==> config.mk <==
export PLATFORM = sky130hd
export DESIGN_NAME = toy_multi_ctrl
export DESIGN_NICKNAME = d
export VERILOG_FILES = /design/src/rtl/toy_multi_ctrl.sv
export SDC_FILE = /design/constraint.sdc
export NUM_CORES = 1
export LEC_CHECK = 0
export ABC_CLOCK_PERIOD_IN_PS = 2210
export CAP_MARGIN = 10
export CORE_MARGIN = 2
export CORE_UTILIZATION = 44
export DETAILED_ROUTE_END_ITERATION = 7
export GPL_TIMING_DRIVEN = 0
export HOLD_SLACK_MARGIN = 0.1
export PLACE_DENSITY = 0.8
export SYNTH_ARGS = -nofsm -noshare
export SYNTH_HDL_FRONTEND = slang
export SYNTH_SLANG_ARGS = --single-unit
==> constraint.sdc <==
create_clock -name clk_i -period 2.21 [get_ports clk_i]
set_input_delay 0.3315 -clock clk_i [delete_from_list [all_inputs] [get_ports clk_i]]
set_output_delay 0.3315 -clock clk_i [all_outputs]
set_load 0.01 [all_outputs]
==> src/rtl/toy_multi_ctrl.sv <==
// Multi-cycle control FSM for the TOY processor: sequences FETCH/DECODE/EXEC/MEM/WB,
// drives datapath write enables and memory strobes, and counts retired instructions.
module toy_multi_ctrl #(
  parameter int unsigned DATA_W = 16,
  parameter int unsigned PC_W   = 12,
  parameter int unsigned CNT_W  = 16
) (
  input  logic              clk_i,
  input  logic              rst_ni,
  input  logic [DATA_W-1:0] ir_i,
  input  logic              a_zero_i,
  input  logic              a_pos_i,
  input  logic              mem_ready_i,
  output logic              pc_wr_o,
  output logic              ir_wr_o,
  output logic              a_wr_o,
  output logic              b_wr_o,
  output logic              res_wr_o,
  output logic              rf_wr_o,
  output logic              mem_rd_o,
  output logic              mem_wr_o,
  output logic              addr_sel_o,
  output logic [1:0]        pc_src_o,
  output logic [1:0]        rf_wsel_o,
  output logic [2:0]        alu_op_o,
  output logic              halted_o,
  output logic [CNT_W-1:0]  instr_count_o
);

  // The PC datapath lives outside this block; its width does not shape any control decision.
  localparam int unsigned unused_pc_w = PC_W;

  typedef enum logic [2:0] {
    S_FETCH, S_DECODE, S_EXEC, S_MEM, S_WB, S_HALT
  } state_t;

  state_t           state_q, state_d;
  logic [CNT_W-1:0] cnt_q, cnt_d;
  logic             retire;
  logic [3:0]       opcode;
  logic             unused_ir;

  assign opcode    = ir_i[DATA_W-1:DATA_W-4];
  assign unused_ir = ^ir_i[DATA_W-5:0];

  always_comb begin
    state_d    = state_q;
    retire     = 1'b0;
    pc_wr_o    = 1'b0;
    ir_wr_o    = 1'b0;
    a_wr_o     = 1'b0;
    b_wr_o     = 1'b0;
    res_wr_o   = 1'b0;
    rf_wr_o    = 1'b0;
    mem_rd_o   = 1'b0;
    mem_wr_o   = 1'b0;
    addr_sel_o = 1'b0;
    pc_src_o   = 2'd0;
    rf_wsel_o  = 2'd0;
    alu_op_o   = 3'd0;
    halted_o   = 1'b0;
    case (state_q)
      S_FETCH: begin
        mem_rd_o = 1'b1;
        if (mem_ready_i) begin
          ir_wr_o = 1'b1;
          pc_wr_o = 1'b1;
          state_d = S_DECODE;
        end
      end
      S_DECODE: begin
        a_wr_o = 1'b1;
        b_wr_o = 1'b1;
        if (opcode == 4'h0) begin
          state_d = S_HALT;
          retire  = 1'b1;
        end else begin
          state_d = S_EXEC;
        end
      end
      S_EXEC: begin
        state_d = S_FETCH;
        case (opcode)
          4'h1, 4'h2, 4'h3, 4'h4, 4'h5, 4'h6: begin
            res_wr_o = 1'b1;
            alu_op_o = opcode[2:0] - 3'd1;
            state_d  = S_WB;
          end
          4'h7:                   state_d = S_WB;
          4'h8, 4'h9, 4'hA, 4'hB: state_d = S_MEM;
          4'hC: begin
            pc_wr_o  = a_zero_i;
            pc_src_o = a_zero_i ? 2'd1 : 2'd0;
            retire   = 1'b1;
          end
          4'hD: begin
            pc_wr_o  = a_pos_i;
            pc_src_o = a_pos_i ? 2'd1 : 2'd0;
            retire   = 1'b1;
          end
          4'hE: begin
            pc_wr_o  = 1'b1;
            pc_src_o = 2'd2;
            retire   = 1'b1;
          end
          4'hF: begin
            // PC already holds the return address, so it is linked before the jump lands.
            rf_wr_o   = 1'b1;
            rf_wsel_o = 2'd3;
            pc_wr_o   = 1'b1;
            pc_src_o  = 2'd1;
            retire    = 1'b1;
          end
          default: state_d = S_FETCH;
        endcase
      end
      S_MEM: begin
        addr_sel_o = 1'b1;
        if (!opcode[0]) begin
          mem_rd_o = 1'b1;
          if (mem_ready_i) state_d = S_WB;
        end else begin
          mem_wr_o = 1'b1;
          if (mem_ready_i) begin
            state_d = S_FETCH;
            retire  = 1'b1;
          end
        end
      end
      S_WB: begin
        rf_wr_o = 1'b1;
        if (opcode == 4'h7)      rf_wsel_o = 2'd2;
        else if (opcode[3])      rf_wsel_o = 2'd1;
        else                     rf_wsel_o = 2'd0;
        state_d = S_FETCH;
        retire  = 1'b1;
      end
      S_HALT:  halted_o = 1'b1;
      default: state_d  = S_FETCH;
    endcase
    // Reset must suppress every strobe immediately so no partial write escapes.
    if (!rst_ni) begin
      pc_wr_o    = 1'b0;
      ir_wr_o    = 1'b0;
      a_wr_o     = 1'b0;
      b_wr_o     = 1'b0;
      res_wr_o   = 1'b0;
      rf_wr_o    = 1'b0;
      mem_rd_o   = 1'b0;
      mem_wr_o   = 1'b0;
      addr_sel_o = 1'b0;
      pc_src_o   = 2'd0;
      rf_wsel_o  = 2'd0;
      alu_op_o   = 3'd0;
      halted_o   = 1'b0;
    end
  end

  assign cnt_d = retire ? cnt_q + 1'b1 : cnt_q;

  always_ff @(posedge clk_i or negedge rst_ni) begin
    if (!rst_ni) begin
      state_q <= S_FETCH;
      cnt_q   <= '0;
    end else begin
      state_q <= state_d;
      cnt_q   <= cnt_d;
    end
  end

  assign instr_count_o = cnt_q;

endmodule

* Yosys cells after proc, flatten, opt, wreduce, memory -nomap -nowiden
Cells that the tools add are included.
Word-level totals: bits of input ports 21, register bits after elaboration 19, output and inout bits 33, word-level logic and storage cells 83
Operators by class: add/sub/neg operators 2, muxes and demuxes 48, bitwise logic cells 1, reduce and logical (&&, ||, !) cells 8, eq/ne operators 22
Operator list (number):
- 4-bit equality test (second input constant) | 8
- 1-bit 2-to-1 mux | 26
- 3-bit 2-to-1 mux | 8
- 16-bit by 1-bit adder with 16-bit output (second input constant) | 1
- 4-bit by 3-bit equality test with 1-bit output (second input constant) | 4
- 3-bit case mux with 5 select lines | 1
- 2-bit 2-to-1 mux | 5
- 4-bit by 2-bit equality test with 1-bit output (second input constant) | 2
- 2-bit case mux with 4 select lines | 1
- 4-bit OR reduction | 2
- 7-bit OR reduction | 1
- 3-bit by 2-bit equality test with 1-bit output (second input constant) | 2
- 3-bit equality test (second input constant) | 2
- 1-bit case mux with 2 select lines | 3
- 3-bit case mux with 2 select lines | 1
- 6-bit OR reduction | 1
- 4-bit by 1-bit equality test with 1-bit output (second input constant) | 1
- 4-bit logical NOT | 1
- 2-bit inequality test (second input constant) | 2
- 1-bit case mux with 4 select lines | 1
- 2-bit case mux with 2 select lines | 1
- 3-bit by 1-bit equality test with 1-bit output (second input constant) | 1
- 3-bit logical NOT | 1
- 1-bit case mux with 3 select lines | 1
- other kinds (4) | 4

* Logic depth before layout (Yosys ltp)
word-level depth 5, gate-level depth with buffers 7, mapped depth without buffers 6

* Worst setup path before layout
No wires, ideal clock.
kind in2reg, from input port ir_i[12], to register cnt_q[3] (netlist: instr_count_o[3]), path slack 0.359 ns, arrival time 1.719 ns, cell stages on the path 7, setup time 0.131 ns, data required time 2.079 ns, path buffers 1, path through inv_1 -> ha_1 -> or4_1 -> nand3_4 -> buf_6 -> a21boi_0 -> xor2_1
Between the ends: longest elaborated chain between the ends 4, elaborated cells on any way between the ends 10, those cells by class eq/ne: 4; mux: 4; reduce/logical: 2
Ends and longest elaborated chain:
- start: declaration | line 10 | input logic [DATA_W-1:0] ir_i,
- 4-bit equality test | line 83 | case (opcode)
- 4-bit OR reduction (no line)
- 1-bit 2-to-1 mux | line 83
- 1-bit case mux with 4 select lines * | line 62 | case (state_q)
- end signal: assignment | line 167 | cnt_q <= cnt_d;
- end: declaration | line 38 | logic [CNT_W-1:0] cnt_q, cnt_d;
Every way passes the cells marked *; elsewhere a longest branch is shown, timed or not. A chain may end at the register's enable or synchronous reset.

* Worst setup path in the final report
from register state_q[0], to output port alu_op_o[2]
Between the ends: longest elaborated chain between the ends 3
Ends and longest elaborated chain:
- start: declaration | line 37 | state_t state_q, state_d;
- start signal: assignment | line 166 | state_q <= state_d;
- 3-bit by 2-bit equality test with 1-bit output | line 62
- 3-bit 2-to-1 mux | line 62
- 3-bit 2-to-1 mux | line 142 | if (!rst_ni) begin
- end: declaration | line 25 | output logic [2:0] alu_op_o,
Every way passes these cells.

==> metrics.md <==
| Metric | Value |
|---|---|
| YS warnings | 0 |
| Fin crit share | 97.0% |
| DR WL/cell | 13.5 µm |
| Worst skew pair latency | 0.30 ns |
| Initial DRC Count | 65 |
| Final RePlAce weighted congestion | 0.861 |
| IO Pins | 54 |
| Max FO, Critical Path | 8 |
| P_leak | 1.01 nW |
| Run status | finished clean |
| Mapped Nets | 174 |
| Skew final | 0.00595 ns |
| Reg-to-Reg Start | state_q[2]$_DFFE_PN0P_ |
| Initial Utilization | 46.7% |
| Standard-cell rows | 20 |
| # fillers | 261 |
| Worst setup EP type | output pin |
| Antenna Cells | 0 |
| Sw frac | 38.0% |
| Clk pwr share | 11.5% |
| Slowest cell on the critical path | dfrtp_1 |
| Hold_sp | ir_i[14] |
| Final Hold Viols | 0 |
| Layout area overhead | 42.1% |
| Maximum clock frequency | 0.467 GHz |
| DRT antenna net count | 0 |
| Slowest stage delay, CP | 0.44 ns |
| Final wirelength | 3290 µm |
| Critical-path cell list | buf_6, nor2_4, nand2_2, a2111o_1, buf_6, nor2_2, buf_2 |
| Startpoint Class | flop |
| Die Ht | 61.4 µm |
| Sequential area share after synthesis | 32.8% |
| Initial antenna violation count | 0 |
| VDD IR max | 0.000415 V |
| Overall die area | 0.00377 mm² |
| Hold WC Path Type | primary input to flop |
| Power per Cell Area | 744 mW/mm² |
| Hold Path Depth | 4 |
| Final setup TNS | 0 ns |
| Worst endpoint required time | 1.88 ns |
| Hold endpoint | state_q[1]$_DFFE_PN0P_ |
| Synth unique cells | 42 |
| Worst reg2reg path depth | 7 |
| Slew at the pin closest to its max-slew limit | 0.868 ns |
| Max Cap Viol | 0 |
| Hpwl dp | 2430 µm |
| Max-slew violations | 0 |
| Net Switching | 0.582 mW |
| Worst hold slack | 0.388 ns |
| EDFF count, synth | 0 |
| Port Buf Inserts | 40 |
| Die Width | 61.4 µm |
| Core Region | 0.00310 mm² |
| Total global-route track usage | 18.4% |
| Vias in the first global route | 1155 |
| DR vias | 1268 |
| CP Class | flop to output pin |
| GRT Residual Overflow | 0 |
| Syn Area/Cell | 9.99 µm² |
| DRC Markers | 0 |
| CTS tree | built |
| Power Internal | 0.950 mW |
| Clock sinks | 19 |
| Reg clk slew, reported paths | 0.11 ns |
| First-pass GRT wire length | 5270 µm |
| CTS root buf | clkbuf_4 |
| Ys async rst share | 100% |
| Final min period | 2.14 ns |
| Final setup fails | 0 |
| Flop-to-flop setup slack | 0.27 ns |
| Cell Area, Synth | 0.00145 mm² |
| Main flop type after synthesis | dfrtp_1 |
| Slew HR | 41.9% |
| Power share of the combinational group | 56.6% |
| Layout cells sized above 1 | 28.5% |
| Critical path's most frequent cell | buf_6 |
| FF+latch count, synth | 19 |
| Reg-to-reg endpoint | instr_count_o[2]$_DFFE_PN0P_ |
| Syn Inst Count | 145 |
| TritonCTS buffer count | 3 |
| Pin count of the biggest net entering global routing | 20 |
| Register share of total power | 31.9% |
| Via-to-Cell Ratio | 5.20 |
| Net count, final | 230 |
| WP data arrival | 1.81 ns |
| Clock Tree Buf Depth | 2 |
| DRT Pass-1 Iters | 4 |
| Post-layout util | 66.4% |
| H-tree depth | 1 |
sequential cells by signal, summed over array words and instances (netlist names):
name	flops
instr_count_o	16
state_q	3
worst max-delay path, delay by kind of cell (launching register included):
kind	cells	cell delay (ns)
AOI/OAI and AO/OA	1	0.38
buffers and inverters	3	0.43
and+or+nand+nor	3	0.27
DFF	1	0.44
through the flow:
stage | worst slack [ns] | cell area, µm² | cells | power [mW]
floorplan | 0.359 | 1450 | 145 | 0.952
global placement | -0.859 | 1900 | 229 | 1.20
detailed placement | -0.924 | 1900 | 229 | 1.23
CTS | 0.00463 | 2030 | 242 | 1.49
global route | -0.0104 | 2060 | 244 | 1.64
finish | 0.0671 | 2060 | 244 | 1.53
power by group through the flow:
stage | sequential (mW) | clock, mW | combinational, mW
final | 0.489 | 0.176 | 0.867
after CTS | 0.489 | 0.180 | 0.823
after global routing | 0.497 | 0.198 | 0.948
after detailed placement | 0.498 | 0 | 0.729
after global placement | 0.491 | 0 | 0.711
after floorplan | 0.501 | 0 | 0.451
cell families (layout without fill, tap and decap cells):
logic type | Yosys count | count (layout) | synth area share (%)
compound gates | 31 | 31 | 19.9
xor+xnor | 16 | 16 | 9.67
fa+ha+maj | 8 | 8 | 6.91
buf+inv | 18 | 73 | 7.17
flops | 19 | 19 | 32.8
mux | 1 | 1 | 0.777
simple gates | 52 | 52 | 22.7
cell usage after synthesis, types with 2 or more instances:
library cell  count  area (µm²)
dfrtp_1          19         475
xor2_1           13         114
nand2_1          12        45.0
inv_1            11        41.3
ha_1              8         100
nor2_1            7        26.3
a211oi_2          6        75.1
a21oi_1           6        30.0
and3_1            6        37.5
nand3_1           6        30.0
and2_1            4        25.0
buf_6             4        45.0
a211oi_1          3        22.5
and4_1            3        26.3
nor3b_2           3        37.5
o21ai_0           3        15.0
xnor2_1           3        26.3
a21boi_0          2        15.0
a31oi_1           2        12.5
nor2b_1           2        12.5
area by class of cell:
type / count / area (µm²) / area share [%]
Timing Repair Buffer: 52 / 468 / 22.7
Clock inverter: 1 / 5.00 / 0.243
Clock buffer: 3 / 22.5 / 1.09
Multi-Input combinational cell: 108 / 923 / 44.8
Tap cell: 44 / 55.1 / 2.67
Buffer: 6 / 63.8 / 3.10
Inverter: 11 / 43.8 / 2.13
Sequential cell: 19 / 478 / 23.2
worst max-delay path by stage:
stage                     cells after the start                           end              startpoint
final                                         7                   alu_op_o[2]  state_q[0]$_DFFE_PN0P_
after global placement                        5                   alu_op_o[2]                  rst_ni
after global routing                          7                   alu_op_o[2]  state_q[0]$_DFFE_PN0P_
after CTS                                     7                   alu_op_o[0]  state_q[2]$_DFFE_PN0P_
after floorplan                               7  instr_count_o[3]$_DFFE_PN0P_                ir_i[12]
after detailed placement                      5                   alu_op_o[2]                  rst_ni
layout by cell type, fill, tap and decap left out, drive strengths merged, types with 4 or more instances in the layout:
master         count
dfrtp             19
and3               6
nand3              7
buf               22
xor2              13
a21oi              6
and2               4
clkbuf             4
dlygate4sd2        6
nand2             12
clkdlybuf4s50     21
inv               11
nor2               7
ha                 8
clkdlybuf4s15      4
a211oi             9
routing by layer:
layer | up-vias | global-route usage, % | wire [µm]
met3 | 2 | 3.36 | 123
met1 | 611 | 24.7 | 1500
met2 | 29 | 31.6 | 1660
met5 | - | 0 | 0
met4 | 0 | 2.74 | 10
li1 | 626 | - | -
timing repair:
action	4_1_cts	5_1_grt
endpoints found under the setup margin	33	8
gates resized for setup	48	16
buffers inserted	9	2
hold buffers	1	0
pin swaps	4	4
hold endpoints to repair	19	0
Power figures use the tool's default switching activity.
